`src/rtl/mmio_input_responder_pkg.sv`:
```
// Shared constants for the KEY/SW memory-mapped input responder.
package mmio_input_responder_pkg;

  localparam int unsigned DBITS = 32;

  localparam logic [DBITS-1:0] ADDRKEY = 32'hFFFF0100;
  localparam logic [DBITS-1:0] ADDRSW  = 32'hFFFF0120;

  localparam int unsigned RDY_BIT = 0;
  localparam int unsigned OVR_BIT = 2;
  localparam int unsigned IE_BIT  = 4;

  // Assemble a control-register read value from its three live bits.
  function automatic logic [DBITS-1:0] ctrl_word(input logic rdy, input logic ovr,
                                                 input logic ie);
    logic [DBITS-1:0] w;
    w          = '0;
    w[RDY_BIT] = rdy;
    w[OVR_BIT] = ovr;
    w[IE_BIT]  = ie;
    return w;
  endfunction

endpackage

```
`src/rtl/input_debounce.sv`:
```
// Two-flop synchronizer plus shared-counter debouncer for one group of pins.
module input_debounce #(
  parameter int unsigned      WIDTH           = 4,
  parameter int unsigned      DEBOUNCE_CYCLES = 100000,
  parameter int unsigned      CNTBITS         = 17,
  parameter logic [WIDTH-1:0] RSTVAL          = '0
) (
  input  logic             clk,
  input  logic             reset_n,
  input  logic [WIDTH-1:0] pin,
  output logic [WIDTH-1:0] deb,
  output logic [WIDTH-1:0] cand,
  output logic             settled,
  output logic             accept_c
);

  localparam logic [CNTBITS-1:0] CNT_LAST = CNTBITS'(DEBOUNCE_CYCLES - 1);

  logic [WIDTH-1:0]   sync1_q, sync1_d;
  logic [WIDTH-1:0]   sync2_q, sync2_d;
  logic [WIDTH-1:0]   cand_q, cand_d;
  logic [WIDTH-1:0]   deb_q, deb_d;
  logic [CNTBITS-1:0] cnt_q, cnt_d;
  logic               settled_q, settled_d;

  always_ff @(posedge clk or negedge reset_n) begin
    if (!reset_n) begin
      sync1_q   <= RSTVAL;
      sync2_q   <= RSTVAL;
      cand_q    <= RSTVAL;
      deb_q     <= RSTVAL;
      cnt_q     <= '0;
      settled_q <= 1'b0;
    end else begin
      sync1_q   <= sync1_d;
      sync2_q   <= sync2_d;
      cand_q    <= cand_d;
      deb_q     <= deb_d;
      cnt_q     <= cnt_d;
      settled_q <= settled_d;
    end
  end

  // Counter saturates at CNT_LAST; while stable the candidate is re-accepted every cycle.
  always_comb begin
    sync1_d   = pin;
    sync2_d   = sync1_q;
    cand_d    = cand_q;
    deb_d     = deb_q;
    cnt_d     = cnt_q;
    settled_d = settled_q;
    accept_c  = 1'b0;
    if (sync2_q != cand_q) begin
      cand_d = sync2_q;
      cnt_d  = '0;
    end else if (cnt_q == CNT_LAST) begin
      deb_d     = cand_q;
      settled_d = 1'b1;
      accept_c  = 1'b1;
    end else begin
      cnt_d = cnt_q + CNTBITS'(1);
    end
  end

  assign deb     = deb_q;
  assign cand    = cand_q;
  assign settled = settled_q;

endmodule

```
`src/rtl/mmio_input_responder.sv`:
```
// Memory-mapped responder for the KEY and SW windows: status, enables, read data, irq.
module mmio_input_responder
  import mmio_input_responder_pkg::*;
#(
  parameter int unsigned KEYBITS         = 4,
  parameter int unsigned SWBITS          = 10,
  parameter int unsigned DEBOUNCE_CYCLES = 100000,
  parameter int unsigned CNTBITS         = 17
) (
  input  logic               clk,
  input  logic               reset_n,
  input  logic [DBITS-1:0]   addr,
  input  logic [DBITS-1:0]   wdata,
  input  logic               we,
  input  logic               re,
  input  logic [KEYBITS-1:0] key_pin,
  input  logic [SWBITS-1:0]  sw_pin,
  output logic               hit,
  output logic [DBITS-1:0]   rdata,
  output logic               irq
);

  localparam logic [DBITS-1:0] ADDR_KCTRL = ADDRKEY + DBITS'(4);
  localparam logic [DBITS-1:0] ADDR_SCTRL = ADDRSW + DBITS'(4);

  logic [KEYBITS-1:0] key_deb, key_cand;
  logic               key_settled, key_acc_c;
  logic [SWBITS-1:0]  sw_deb, sw_cand;
  logic               sw_settled, sw_acc_c;

  input_debounce #(
    .WIDTH(KEYBITS), .DEBOUNCE_CYCLES(DEBOUNCE_CYCLES), .CNTBITS(CNTBITS),
    .RSTVAL({KEYBITS{1'b1}})
  ) u_key_deb (
    .clk(clk), .reset_n(reset_n), .pin(key_pin), .deb(key_deb), .cand(key_cand),
    .settled(key_settled), .accept_c(key_acc_c)
  );

  input_debounce #(
    .WIDTH(SWBITS), .DEBOUNCE_CYCLES(DEBOUNCE_CYCLES), .CNTBITS(CNTBITS),
    .RSTVAL({SWBITS{1'b0}})
  ) u_sw_deb (
    .clk(clk), .reset_n(reset_n), .pin(sw_pin), .deb(sw_deb), .cand(sw_cand),
    .settled(sw_settled), .accept_c(sw_acc_c)
  );

  logic krdy_q, krdy_d, kovr_q, kovr_d, kie_q, kie_d;
  logic srdy_q, srdy_d, sovr_q, sovr_d, sie_q, sie_d;
  logic [DBITS-1:0] rdata_q, rdata_d;
  logic irq_q, irq_d;

  logic sel_kdata_c, sel_kctrl_c, sel_sdata_c, sel_sctrl_c;
  logic key_evt_c, sw_evt_c;
  logic rd_kdata_c, rd_sdata_c, wr_kctrl_c, wr_sctrl_c;
  logic unused_wdata;

  assign unused_wdata = ^{wdata[DBITS-1:IE_BIT+1], wdata[OVR_BIT+1], wdata[RDY_BIT+1:RDY_BIT]};

  assign sel_kdata_c = (addr == ADDRKEY);
  assign sel_kctrl_c = (addr == ADDR_KCTRL);
  assign sel_sdata_c = (addr == ADDRSW);
  assign sel_sctrl_c = (addr == ADDR_SCTRL);
  assign hit         = sel_kdata_c | sel_kctrl_c | sel_sdata_c | sel_sctrl_c;

  // Events are suppressed until the group has settled once after reset.
  assign key_evt_c = key_acc_c & key_settled & (|(key_deb & ~key_cand));
  assign sw_evt_c  = sw_acc_c & sw_settled & (|(sw_deb ^ sw_cand));

  assign rd_kdata_c = re & sel_kdata_c;
  assign rd_sdata_c = re & sel_sdata_c;
  assign wr_kctrl_c = we & sel_kctrl_c;
  assign wr_sctrl_c = we & sel_sctrl_c;

  always_ff @(posedge clk or negedge reset_n) begin
    if (!reset_n) begin
      krdy_q  <= 1'b0;
      kovr_q  <= 1'b0;
      kie_q   <= 1'b0;
      srdy_q  <= 1'b0;
      sovr_q  <= 1'b0;
      sie_q   <= 1'b0;
      rdata_q <= '0;
      irq_q   <= 1'b0;
    end else begin
      krdy_q  <= krdy_d;
      kovr_q  <= kovr_d;
      kie_q   <= kie_d;
      srdy_q  <= srdy_d;
      sovr_q  <= sovr_d;
      sie_q   <= sie_d;
      rdata_q <= rdata_d;
      irq_q   <= irq_d;
    end
  end

  // A new event beats both the read-clear of RDY and the write-clear of OVR.
  always_comb begin
    krdy_d = krdy_q;
    kovr_d = kovr_q;
    kie_d  = kie_q;
    srdy_d = srdy_q;
    sovr_d = sovr_q;
    sie_d  = sie_q;

    if (rd_kdata_c) krdy_d = 1'b0;
    if (key_evt_c)  krdy_d = 1'b1;
    if (wr_kctrl_c) begin
      kie_d = wdata[IE_BIT];
      if (!wdata[OVR_BIT]) kovr_d = 1'b0;
    end
    if (key_evt_c && krdy_q && !rd_kdata_c) kovr_d = 1'b1;

    if (rd_sdata_c) srdy_d = 1'b0;
    if (sw_evt_c)   srdy_d = 1'b1;
    if (wr_sctrl_c) begin
      sie_d = wdata[IE_BIT];
      if (!wdata[OVR_BIT]) sovr_d = 1'b0;
    end
    if (sw_evt_c && srdy_q && !rd_sdata_c) sovr_d = 1'b1;
  end

  // Read data reflects register state before this edge's updates.
  always_comb begin
    rdata_d = rdata_q;
    if (re && hit) begin
      if (sel_kdata_c)      rdata_d = DBITS'(key_deb);
      else if (sel_kctrl_c) rdata_d = ctrl_word(krdy_q, kovr_q, kie_q);
      else if (sel_sdata_c) rdata_d = DBITS'(sw_deb);
      else                  rdata_d = ctrl_word(srdy_q, sovr_q, sie_q);
    end
    irq_d = (krdy_q & kie_q) | (srdy_q & sie_q);
  end

  assign rdata = rdata_q;
  assign irq   = irq_q;

endmodule

```
`config.mk`:
```
export PLATFORM = sky130hd
export DESIGN_NAME = mmio_input_responder
export DESIGN_NICKNAME = d
export VERILOG_FILES = /design/src/rtl/mmio_input_responder_pkg.sv /design/src/rtl/input_debounce.sv /design/src/rtl/mmio_input_responder.sv
export SDC_FILE = /design/constraint.sdc
export NUM_CORES = 1
export LEC_CHECK = 0
export ABC_AREA = 1
export CORE_ASPECT_RATIO = 1.25
export CORE_MARGIN = 2
export CORE_UTILIZATION = 52
export DETAILED_ROUTE_END_ITERATION = 8
export HOLD_SLACK_MARGIN = 0.06
export PLACE_DENSITY_LB_ADDON = 0.3
export SYNTH_ARGS = -nofsm -noshare
export SYNTH_HDL_FRONTEND = slang
export SYNTH_HIERARCHICAL = 1
export SYNTH_SLANG_ARGS = --single-unit
export TNS_END_PERCENT = 5
```
`constraint.sdc`:
```
create_clock -name clk -period 2.08 [get_ports clk]
set_input_delay 0.416 -clock clk [delete_from_list [all_inputs] [get_ports clk]]
set_output_delay 0.416 -clock clk [all_outputs]
set_load 0.02 [all_outputs]
```
; ---- Word level (Yosys, flattened, before mapping)
; Cells that the tools add are included.
; W data, S select, Z words.
[totals]
reg_bits = 131
in_bits = 82
output_inout_bits = 34
wordCells = 90
[op_classes]
n_addsub = 2
n_eq_ne = 12
muxes = 20
bitwise = 19
n_reduce_logical = 17
[op_table]
columns = operator, n
row1 = $eq A32 B32 Y1 const B, 4
row2 = $mux W17, 4
row3 = $add A17 B1 Y17 const B, 2
row4 = $eq A17 B17 Y1 const B, 2
row5 = $mux W10, 3
row6 = $mux W1, 13
row7 = $and A1 B1 Y1, 10
row8 = $ne A10 B10 Y1, 1
row9 = $reduce_or A10 Y1, 1
row10 = $xor A10 B10 Y10, 1
row11 = $ne A2 B1 Y1 const B, 4
row12 = $reduce_and A2 Y1, 4
row13 = $reduce_bool A2 Y1, 4
row14 = $logic_and A1 B1 Y1, 5
row15 = $and A4 B4 Y4, 1
row16 = $ne A4 B4 Y1, 1
row17 = $not A4 Y4, 1
row18 = $or A1 B1 Y1, 4
row19 = $reduce_or A4 Y1, 1
row20 = $logic_not A1 Y1, 2
row21 = $not A1 Y1, 2

; ---- Logic depth before layout (Yosys ltp)
; Gate-level depths: netlist of run 1.
[logic_depth]
word_depth = 9
mapped_depth = 13
mapped_depth_nobuf = 12

; ---- Cells and area by module
; Netlist of run 1, hierarchy kept.
[modules_own_cells]
columns = module, instances, cells_per_inst, area_each_um2, seq_area_each_um2
row1 = input_debounce at u_sw_deb, 1, 287, 2496.1, 1451.4
row2 = input_debounce at u_key_deb, 1, 204, 1660.3, 870.8
row3 = mmio_input_responder, 1, 258, 1612.8, 425.4

; ---- Worst setup path after synthesis of run 1
; OpenSTA, ideal clock, no wires.
[synth_timing]
path_kind = input-to-output
startpoint = input port addr[9]
endpoint = output port hit
arrival_ps = 1297
required_time_ps = 1664
slack_ps = 367
path_stages = 7
n_path_buf = 0
cell_sequence = inv_1 > nand2_1 > nor2_2 > nand2_2 > nor2_4 > nand2_2 > a21oi_1
[synth_between]
elab_chain_cells = 4
word_cells_on_any_way = 7
classes_between = eq/ne (4) / bitwise (3)
[synth_rtl]
columns = element, line
row1 = "start, declared", mmio_input_responder.sv:12  ; input logic [DBITS-1:0] addr,
row2 = "$eq A32 B32 Y1, on equally long branches", "mmio_input_responder.sv:59, mmio_input_responder.sv:60"
row3 = $or A1 B1 Y1 (2 in series), mmio_input_responder.sv:63  ; assign hit = sel_kdata_c | sel_kctrl_c | sel_sdata_c | sel_sctrl_c;
row4 = $or A1 B1 Y1 *, mmio_input_responder.sv:63
row5 = "end, declared", mmio_input_responder.sv:18  ; output logic hit,
; Every way passes the cells marked *; elsewhere a longest branch is shown, timed or not.

; ---- Worst setup path after layout of run 1
[layout_timing]
startpoint = input port addr[15]
endpoint = output port hit
; The elaborated chain is that of the path after synthesis.

==> results.md, run 1 <==
| Step | Result | Reported |
|---|---|---|
| final layout | Growth of design area from synthesis to finish | 20.3% |
| final layout | Most frequent standard cell in the layout excluding fill and tap cells | sky130_fd_sc_hd__nand2_1 |
| min path | Cell depth of the worst min-delay path | 0 |
| routing | Initial DRC count | 260 |
| logic synthesis | Yosys warns | 6 |
| routing | Detail-routed net length per standard cell | 12.4 um |
| cts | Clock Pin Slew Worst Setup and Hold Paths | 0.07 ns |
| pwr | Worst IR Drop VDD | 592 uV |
| grt | Pin count of the biggest net entering global routing | 41 |
| floorplanning | Number of core rows | 43 |
| worst setup path | Peak fanout along the critical path | 3 |
| final layout | Final cell count without fillers | 966 |
| worst setup path | R2R setup slack | 0.30 ns |
| cts | Total number of H-tree levels | 3 |
| cts | TritonCTS buffer count | 9 |
| floorplanning | X dimension of the die | 98.2 um |
| logic synthesis | Share of the yosys chip area belonging to registers | 0.476 |
| flow run | MaxCap Viol Count | 0 |
| cts | CTS tree | yes |
| worst setup path | CP required | 1.66 ns |
| worst setup path | Worst endpoint data arrival time | 1.48 ns |
| logic synthesis | Post-synthesis compound-gate area fraction | 0.0486 |
| grt | Number of global-route vias before repair | 4805 |
| floorplanning | Effective utilization at floorplan | 0.526 |
| logic synthesis | Cell Area, Synth | 5770 um2 |
| routing | Drc violations | 0 |
| logic synthesis | Synthesized area per cell | 7.70 um2 |
| grt | Overall overflow remaining after global route | 0 |
| floorplanning | Die Y | 122 um |
| place | Detailed placement HPWL | 9020 um |
| timing | Final setup skew | 0.00680 ns |
| final layout | Fraction of final layout cells with drive strength greater than 1 | 0.144 |
| logic synthesis | Post-synthesis mux area share | 0 |
| logic synthesis | Simple-gate area share of the yosys netlist | 0.332 |
| timing | Worst rel slew slack | 0.622 |
| worst setup path | Critical register-to-register path endpoint | sovr_q |
| final layout | Post-layout net count | 910 |
| grt | Met3 Usage GRT | 0.0436 |
| final layout | Multi-input logic area | 2460 um2 |
| logic synthesis | Combinational family with the most area after synthesis | simple AND/OR/NAND/NOR gates |
| timing | Worst setup slack after layout | 0.184 ns |
| logic synthesis | Number of distinct library cell variants in the gate-level netlist after synthesis | 36 |
| cts | Clock root cell | sky130_fd_sc_hd__clkbuf_16 |
| logic synthesis | Post-Synth XOR/XNOR Area | 0.0213 |
| min path | Min-delay src | u_sw_deb/sync1_q[9] |
| cts | Buffers from clock root to sink, at most | 2 |
| grt | Global router's overall resource usage | 0.207 |
| timing | RSZ-0062 raised after global routing | no |
| timing | Hold WS | 0.351 ns |
| timing | Post-route clock period utilization | 0.911 |
| pwr | Leak Pwr | 3.38 nW |
| place | Number of cells after detailed placement | 943 |
| timing | Pins Over Slew Limit | 0 |
| min path | Worst Hold Endpoint | u_sw_deb/sync2_q[9] |
| timing | Slew at the pin with the worst max-slew slack | 0.566 ns |
| worst setup path | Depth of the worst register-to-register path | 11 |
| grt | Met2 Track Usage GR | 0.375 |
| place | Weighted congestion reported at the end of routability-driven placement | 0.916 |
| worst setup path | R2R Path Start | u_sw_deb/cnt_q[0] |
| floorplanning | Full die area | 12000 um2 |
| routing | Total routed wirelength | 11900 um |
| grt | First-pass GRT wire length | 20300 um |
| timing | Max Freq | 0.528 GHz |
| grt | Initial antenna violation count | 0 |
| cts | Number of sinks on the clock net | 109 |
| place | Number of port buffers | 63 |
| worst setup path | Sort of element at the start of the critical path | input pin |
| worst setup path | Critical Path End Type | output pin |
| floorplanning | Area of the core | 11000 um2 |
| floorplanning | Num ports | 116 |
| worst setup path | Critical Setup Path Class | input pin to output pin |
| pwr | Pwr dens | 615 nW/um2 |
| routing | Overall via count from detail_route | 4812 |
| routing | Total iterations of the first detailed-routing run | 4 |
| timing | Endpoints failing hold | 0 |
| grt | Layer with the highest usage | met2 |
| routing | Ratio of routed vias to standard cells | 4.98 |
| logic synthesis | Adder-Cell Fraction of Synth Area | 0.00434 |
| logic synthesis | Number of synthesized register bits | 109 |
| routing | ANT nets after route | 0 |
| grt | Global-route track usage on met1 | 0.232 |
| logic synthesis | Gate Count Post-Synth | 749 |
| final layout | Antenna diode count | 0 |
| final layout | Sequential Area | 2750 um2 |
| final layout | # fillers | 917 |
| final layout | Most frequent cells in the layout | sky130_fd_sc_hd__nand2_1, sky130_fd_sc_hd__nor2_1, sky130_fd_sc_hd__dfrtp_1 |
| min path | Path class of the lowest-slack min-delay path | flip-flop to flip-flop |
| timing | # setup viols final | 0 |
| outcome | Run status | complete, no violations |
| place | Worst slack, placed | -0.561 ns |
| timing | Post-layout minimum cycle time | 1.90 ns |
| cts | Clock insertion delay at the later pin of the skew report | 0.34 ns |
[Yosys cell counts (all sizes together)]
cell type	instances	area, um2
nand4	16	100
a21oi	9	48.8
nand3b	1	7.51
nand3	48	250
inv	100	375
dfrtp	93	2330
o21bai	3	22.5
nor2	129	593
o2111ai	1	8.76
buf	30	244
o22ai	4	25.0
nand2	223	875
xor2	7	61.3
conb	1	3.75
nor3	12	85.1
clkbuf	14	52.6
nor3b	1	7.51
o211ai	2	15.0
o21ai	26	130
xnor2	7	61.3
a22o	1	8.76
ha	2	25.0
a21boi	2	15.0
a31oi	1	6.26
dfstp	16	420
[per-stage QoR]
step           setup TNS [ns]  cell area (um2)  utilization  power, mW
4_1_cts                     0             6860        0.625       4.33
3_3_place_gp           -0.781             6520        0.594       2.54
5_1_grt                     0             6940        0.633       4.45
3_5_place_dp            -1.46             6520        0.594       2.55
6_report                    0             6940        0.633       4.27
2_1_floorplan               0             5850            -       2.40
[final cells by class]
cell class,instances,area share
clock buffers,10,0.0344
multi-input cells,517,0.354
flip-flops and latches,109,0.396
clock inverters,6,0.0112
repair buffers,89,0.126
well taps,135,0.0243
inverters,100,0.0541
[critical path, stage by stage]
cell and delay [ns]:
sky130_fd_sc_hd__dlygate4sd2_1 0.25, sky130_fd_sc_hd__inv_1 0.06, sky130_fd_sc_hd__nand2_1 0.05, sky130_fd_sc_hd__nor2_2 0.11, sky130_fd_sc_hd__nand2_2 0.11, sky130_fd_sc_hd__nor2_4 0.13, sky130_fd_sc_hd__nand2_2 0.08, sky130_fd_sc_hd__a21oi_2 0.15
sky130_fd_sc_hd__buf_6 0.13
[report_power, final]
| part | switching [mW] | internal [mW] |
|---|---|---|
| clock network | 0.774 | 0.990 |
| logic | 0.172 | 0.129 |
| registers | 0.0331 | 2.17 |
[metal layers]
| layer | up-vias | share of wire |
|---|---|---|
| met5 | - | 0 |
| met1 | 2258 | 0.40 |
| met3 | 21 | 0.044 |
| met4 | 0 | 0.020 |
| met2 | 109 | 0.53 |
| li1 | 2424 | - |
[state kept, by name, indices dropped and copies added, names as in the netlist, 4 cells and up]
register,cells
u_sw_deb/sync1_q,10
u_sw_deb/sync2_q,10
u_key_deb/sync2_q,4
u_sw_deb/cnt_q,17
u_sw_deb/cand,10
rdata,10
u_key_deb/deb,4
u_sw_deb/deb,10
u_key_deb/sync1_q,4
u_key_deb/cand,4
u_key_deb/cnt_q,17
[cell families after synthesis]
family / Yosys count
simple gates: 430
flops: 109
fa+ha+maj: 2
compound gates: 49
other cells: 1
xor+xnor: 14
buf+inv: 144
[worst max path at each step]
stage	from	end	slack, ns	cells after the start
final	addr[15]	hit	0.18	9
after global routing	addr[15]	hit	0.09	9
after CTS	addr[31]	hit	0.001	8
after detailed placement	addr[9]	hit	-0.56	9
after global placement	addr[8]	hit	-0.51	8
after floorplan	addr[9]	hit	0.37	7
[repair_timing]
item | in CTS | in global routing
hold buffers | 1 | 0
buffers inserted | 4 | 2
resized for setup | 19 | 24
pin swaps | 12 | 13
hold endpoints to repair | 20 | 0
endpoints found under the setup margin | 1 | 1
No activity file was read; power rests on OpenSTA's default activity.
==> run 2: changes to the inputs <==
Settings changed: ABC_AREA 1 to unset, CORE_UTILIZATION 52 to 50.
==> results.md, run 2 <==
| Step | Result | Reported |
|---|---|---|
| outcome | Run status | finished, violations left |
| outcome | Failing checks | negative setup slack |
| worst setup path | Depth of the worst register-to-register path | 5 |
| grt | Pin count of the biggest net entering global routing | 62 |
| place | Cell area reported after detailed placement | 5780 um2 |
| worst setup path | Sort of element at the start of the critical path | input pin |
| worst setup path | Critical register-to-register path endpoint | sovr_q |
| cts | Total number of H-tree levels | 3 |
| worst setup path | Setup crit start | addr[10] |
| cts | TritonCTS buffer count | 9 |
| routing | Overall via count from detail_route | 3320 |
| floorplanning | Effective utilization at floorplan | 0.514 |
| floorplanning | Full die area | 10700 um2 |
| floorplanning | Die Y | 115 um |
| pwr | Total Power Consumption | 4.22 mW |
| timing | RSZ-0062 raised after global routing | yes |
| routing | ANT nets after route | 0 |
| min path | Min-delay src | u_sw_deb/sync1_q[2] |
| floorplanning | X dimension of the die | 93.1 um |
| logic synthesis | Share of the yosys chip area belonging to registers | 0.554 |
| grt | Overall overflow remaining after global route | 0 |
| final layout | Most frequent cells in the layout | sky130_fd_sc_hd__dfrtp_1, sky130_fd_sc_hd__clkdlybuf4s50_1, sky130_fd_sc_hd__nor2_1 |
| final layout | Antenna diode count | 0 |
| timing | # setup viols final | 1 |
| final layout | Fraction of final layout cells with drive strength greater than 1 | 0.223 |
| routing | Drc violations | 0 |
| logic synthesis | Yosys top cell by area | sky130_fd_sc_hd__dfrtp_1 |
| logic synthesis | Dominant cells by area after synthesis | sky130_fd_sc_hd__dfrtp_1, sky130_fd_sc_hd__dfstp_2, sky130_fd_sc_hd__xnor2_1 |
| worst setup path | Critical Path Max Stage Delay | 0.45 ns |
| cts | Number of sinks on the clock net | 109 |
| routing | Initial DRC count | 169 |
| final layout | # fillers | 745 |
| final layout | Largest registers in the final layout | u_key_deb/cnt_q x17, u_sw_deb/cnt_q x17 |
| routing | Total routed wirelength | 9450 um |
| pwr | Pwr dens | 684 nW/um2 |
| cts | Clock root cell | sky130_fd_sc_hd__clkbuf_16 |
| worst setup path | Ordered cell list for the critical path | clkdlybuf4s50_1 > nor4bb_4 > nand4_1 > nor2_1 > buf_4 |
| cts | Number of setup buffers added after CTS | 0 |
| timing | Worst setup slack after layout | -0.00196 ns |
| worst setup path | R2R setup slack | 0.02 ns |
| logic synthesis | Cell Area, Synth | 4960 um2 |
| floorplanning | Num ports | 116 |
| routing | Total iterations of the first detailed-routing run | 5 |
| pwr | Leak Pwr | 2.59 nW |
| final layout | Sequential Area | 2750 um2 |
| place | Weighted congestion reported at the end of routability-driven placement | 0.793 |
| logic synthesis | Top cells by instance count after synthesis | sky130_fd_sc_hd__dfrtp_1, sky130_fd_sc_hd__nor2_1, sky130_fd_sc_hd__xnor2_1 |
| timing | Endpoints failing hold | 0 |
| final layout | Post-layout net count | 591 |
| grt | Number of global-route vias before repair | 3274 |
| logic synthesis | Number of synthesized register bits | 109 |
| timing | Final setup skew | 0.00663 ns |
| place | Detailed placement HPWL | 6920 um |
| place | Worst slack, placed | -0.648 ns |
| final layout | Total non-filler cell area in the finished layout | 6170 um2 |
| worst setup path | CP required | 1.66 ns |
| grt | First-pass GRT wire length | 15300 um |
| logic synthesis | Number of enable flip-flop cells after synthesis | 0 |
| worst setup path | Critical Setup Path Class | input pin to output pin |
| min path | Path class of the lowest-slack min-delay path | flip-flop to flip-flop |
| cts | Clock Pin Slew Worst Setup and Hold Paths | 0.07 ns |
| final layout | Final cell count without fillers | 638 |
| routing | Detail-routed net length per standard cell | 14.8 um |
| place | Number of cells after detailed placement | 621 |
| logic synthesis | Most common cell in the netlist | sky130_fd_sc_hd__dfrtp_1 |
| logic synthesis | Synthesized area per cell | 11.6 um2 |
| worst setup path | R2R Path Start | u_sw_deb/cnt_q[14] |
| place | Number of port buffers | 63 |
| cts | Clock insertion delay at the later pin of the skew report | 0.35 ns |
| worst setup path | Slowest cell on crit path | sky130_fd_sc_hd__clkdlybuf4s50_1 |
| logic synthesis | Post-synth top area share | 0.469 |
| timing | Pins Over Slew Limit | 0 |
| grt | Global router's overall resource usage | 0.183 |
| final layout | Most frequent standard cell in the layout excluding fill and tap cells | sky130_fd_sc_hd__dfrtp_1 |
| min path | Worst Hold Endpoint | u_sw_deb/sync2_q[2] |
| pwr | Worst IR Drop VDD | 793 uV |
| final layout | Multi-input logic area | 2050 um2 |
| routing | Ratio of routed vias to standard cells | 5.20 |
| logic synthesis | Async set or reset register ratio after synthesis | 1.00 |
| timing | Max Freq | 0.480 GHz |
| timing | Post-route clock period utilization | 1.00 |
| logic synthesis | Gate Count Post-Synth | 428 |
| logic synthesis | Yosys warns | 6 |
| timing | Post-layout minimum cycle time | 2.08 ns |
| floorplanning | Number of core rows | 40 |
| final layout | Growth of design area from synthesis to finish | 24.3% |
| worst setup path | Worst endpoint data arrival time | 1.67 ns |
| cts | CTS tree | yes |
| floorplanning | Area of the core | 9660 um2 |
| cts | Buffers from clock root to sink, at most | 2 |
| worst setup path | Critical Path End Type | output pin |
| grt | Initial antenna violation count | 0 |
| flow run | MaxCap Viol Count | 0 |
| min path | Cell depth of the worst min-delay path | 0 |
| worst setup path | Peak fanout along the critical path | 2 |
| logic synthesis | Number of distinct library cell variants in the gate-level netlist after synthesis | 61 |
| timing | Hold WS | 0.352 ns |
| logic synthesis | Most frequently used flop master after synthesis | sky130_fd_sc_hd__dfrtp_1 |
-- run 2: cell types whose count changed in the layout (fill, tap and decap cells not counted), moves of 14 or more --
cell / before / now
sky130_fd_sc_hd__clkdlybuf4s50_1: 33 / 49
sky130_fd_sc_hd__dlymetal6s2s_1: 16 / 0
sky130_fd_sc_hd__inv_1: 91 / 13
sky130_fd_sc_hd__mux2_4: 0 / 14
sky130_fd_sc_hd__nand2_1: 207 / 20
sky130_fd_sc_hd__nand2_2: 14 / 0
sky130_fd_sc_hd__nand3_1: 46 / 10
sky130_fd_sc_hd__nor2_1: 102 / 36
sky130_fd_sc_hd__nor2_2: 18 / 1
sky130_fd_sc_hd__o21ai_0: 25 / 9
sky130_fd_sc_hd__xnor2_1: 7 / 30
-- run 2: cells by family (layout without fill, tap and decap cells) --
group / after synthesis / after routing / share of synthesized area
fa+ha+maj: 2 / 2 / 0.00504
compound gates: 38 / 38 / 0.0476
other cells: 1 / 22 / 0.000756
xor+xnor: 46 / 46 / 0.0812
flops: 109 / 109 / 0.554
buf+inv: 60 / 123 / 0.0686
simple gates: 143 / 143 / 0.165
mux: 29 / 29 / 0.0786
-- run 2: per-stage QoR --
stage	TNS [ns]	utilization
after detailed placement	-9.34	0.599
after global routing	-0.243	0.639
after global placement	-8.91	0.599
final	-0.00196	0.639
after floorplan	-0.0222	-
after CTS	0	0.634
-- run 2: layout make-up --
class / instances / share of cell area
well taps: 126 / 0.0256
repair buffers: 94 / 0.139
clock inverters: 7 / 0.0138
multi-input cells: 280 / 0.332
flip-flops and latches: 109 / 0.445
inverters: 13 / 0.00791
clock buffers: 9 / 0.0365
-- run 2: how the worst max path moves through the flow --
stage / to / slack [ns] / cells past startpoint
5_1_grt: hit / -0.07 / 5
3_3_place_gp: hit / -0.62 / 5
6_report: hit / -0.002 / 5
3_5_place_dp: rdata[5] / -0.65 / 7
4_1_cts: sovr_q / 0.01 / 5
2_1_floorplan: rdata[0] / -0.004 / 6
-- run 2: what timing repair did --
| action | CTS | global route |
|---|---|---|
| gates resized for setup | 26 | 7 |
| pin swaps | 6 | 5 |
| endpoints found under the hold margin | 26 | 0 |
| hold buffers | 1 | 0 |
| setup endpoints to repair | 16 | 19 |
-- run 2: critical path, delay by kind of cell --
| kind | cells | cell delay [ns] |
|---|---|---|
| and+or+nand+nor | 3 | 0.66 |
| buffers and inverters | 2 | 0.60 |
-- run 2: where the power goes --
group	internal [mW]	switching (mW)	total [mW]
logic	0.123	0.131	0.254
clock network	0.962	0.802	1.76
registers	2.17	0.0310	2.20
total	3.25	0.964	4.22
-- run 2: layer usage --
metal / vias up / wire length (um) / share of wire / GRT usage
li1: 1607 / - / - / -
met1: 1650 / 3940 / 0.42 / 0.222
met2: 51 / 5090 / 0.54 / 0.316
met3: 12 / 270 / 0.029 / 0.0452
met4: 0 / 154 / 0.016 / 0.0696
met5: - / 0 / 0 / 0
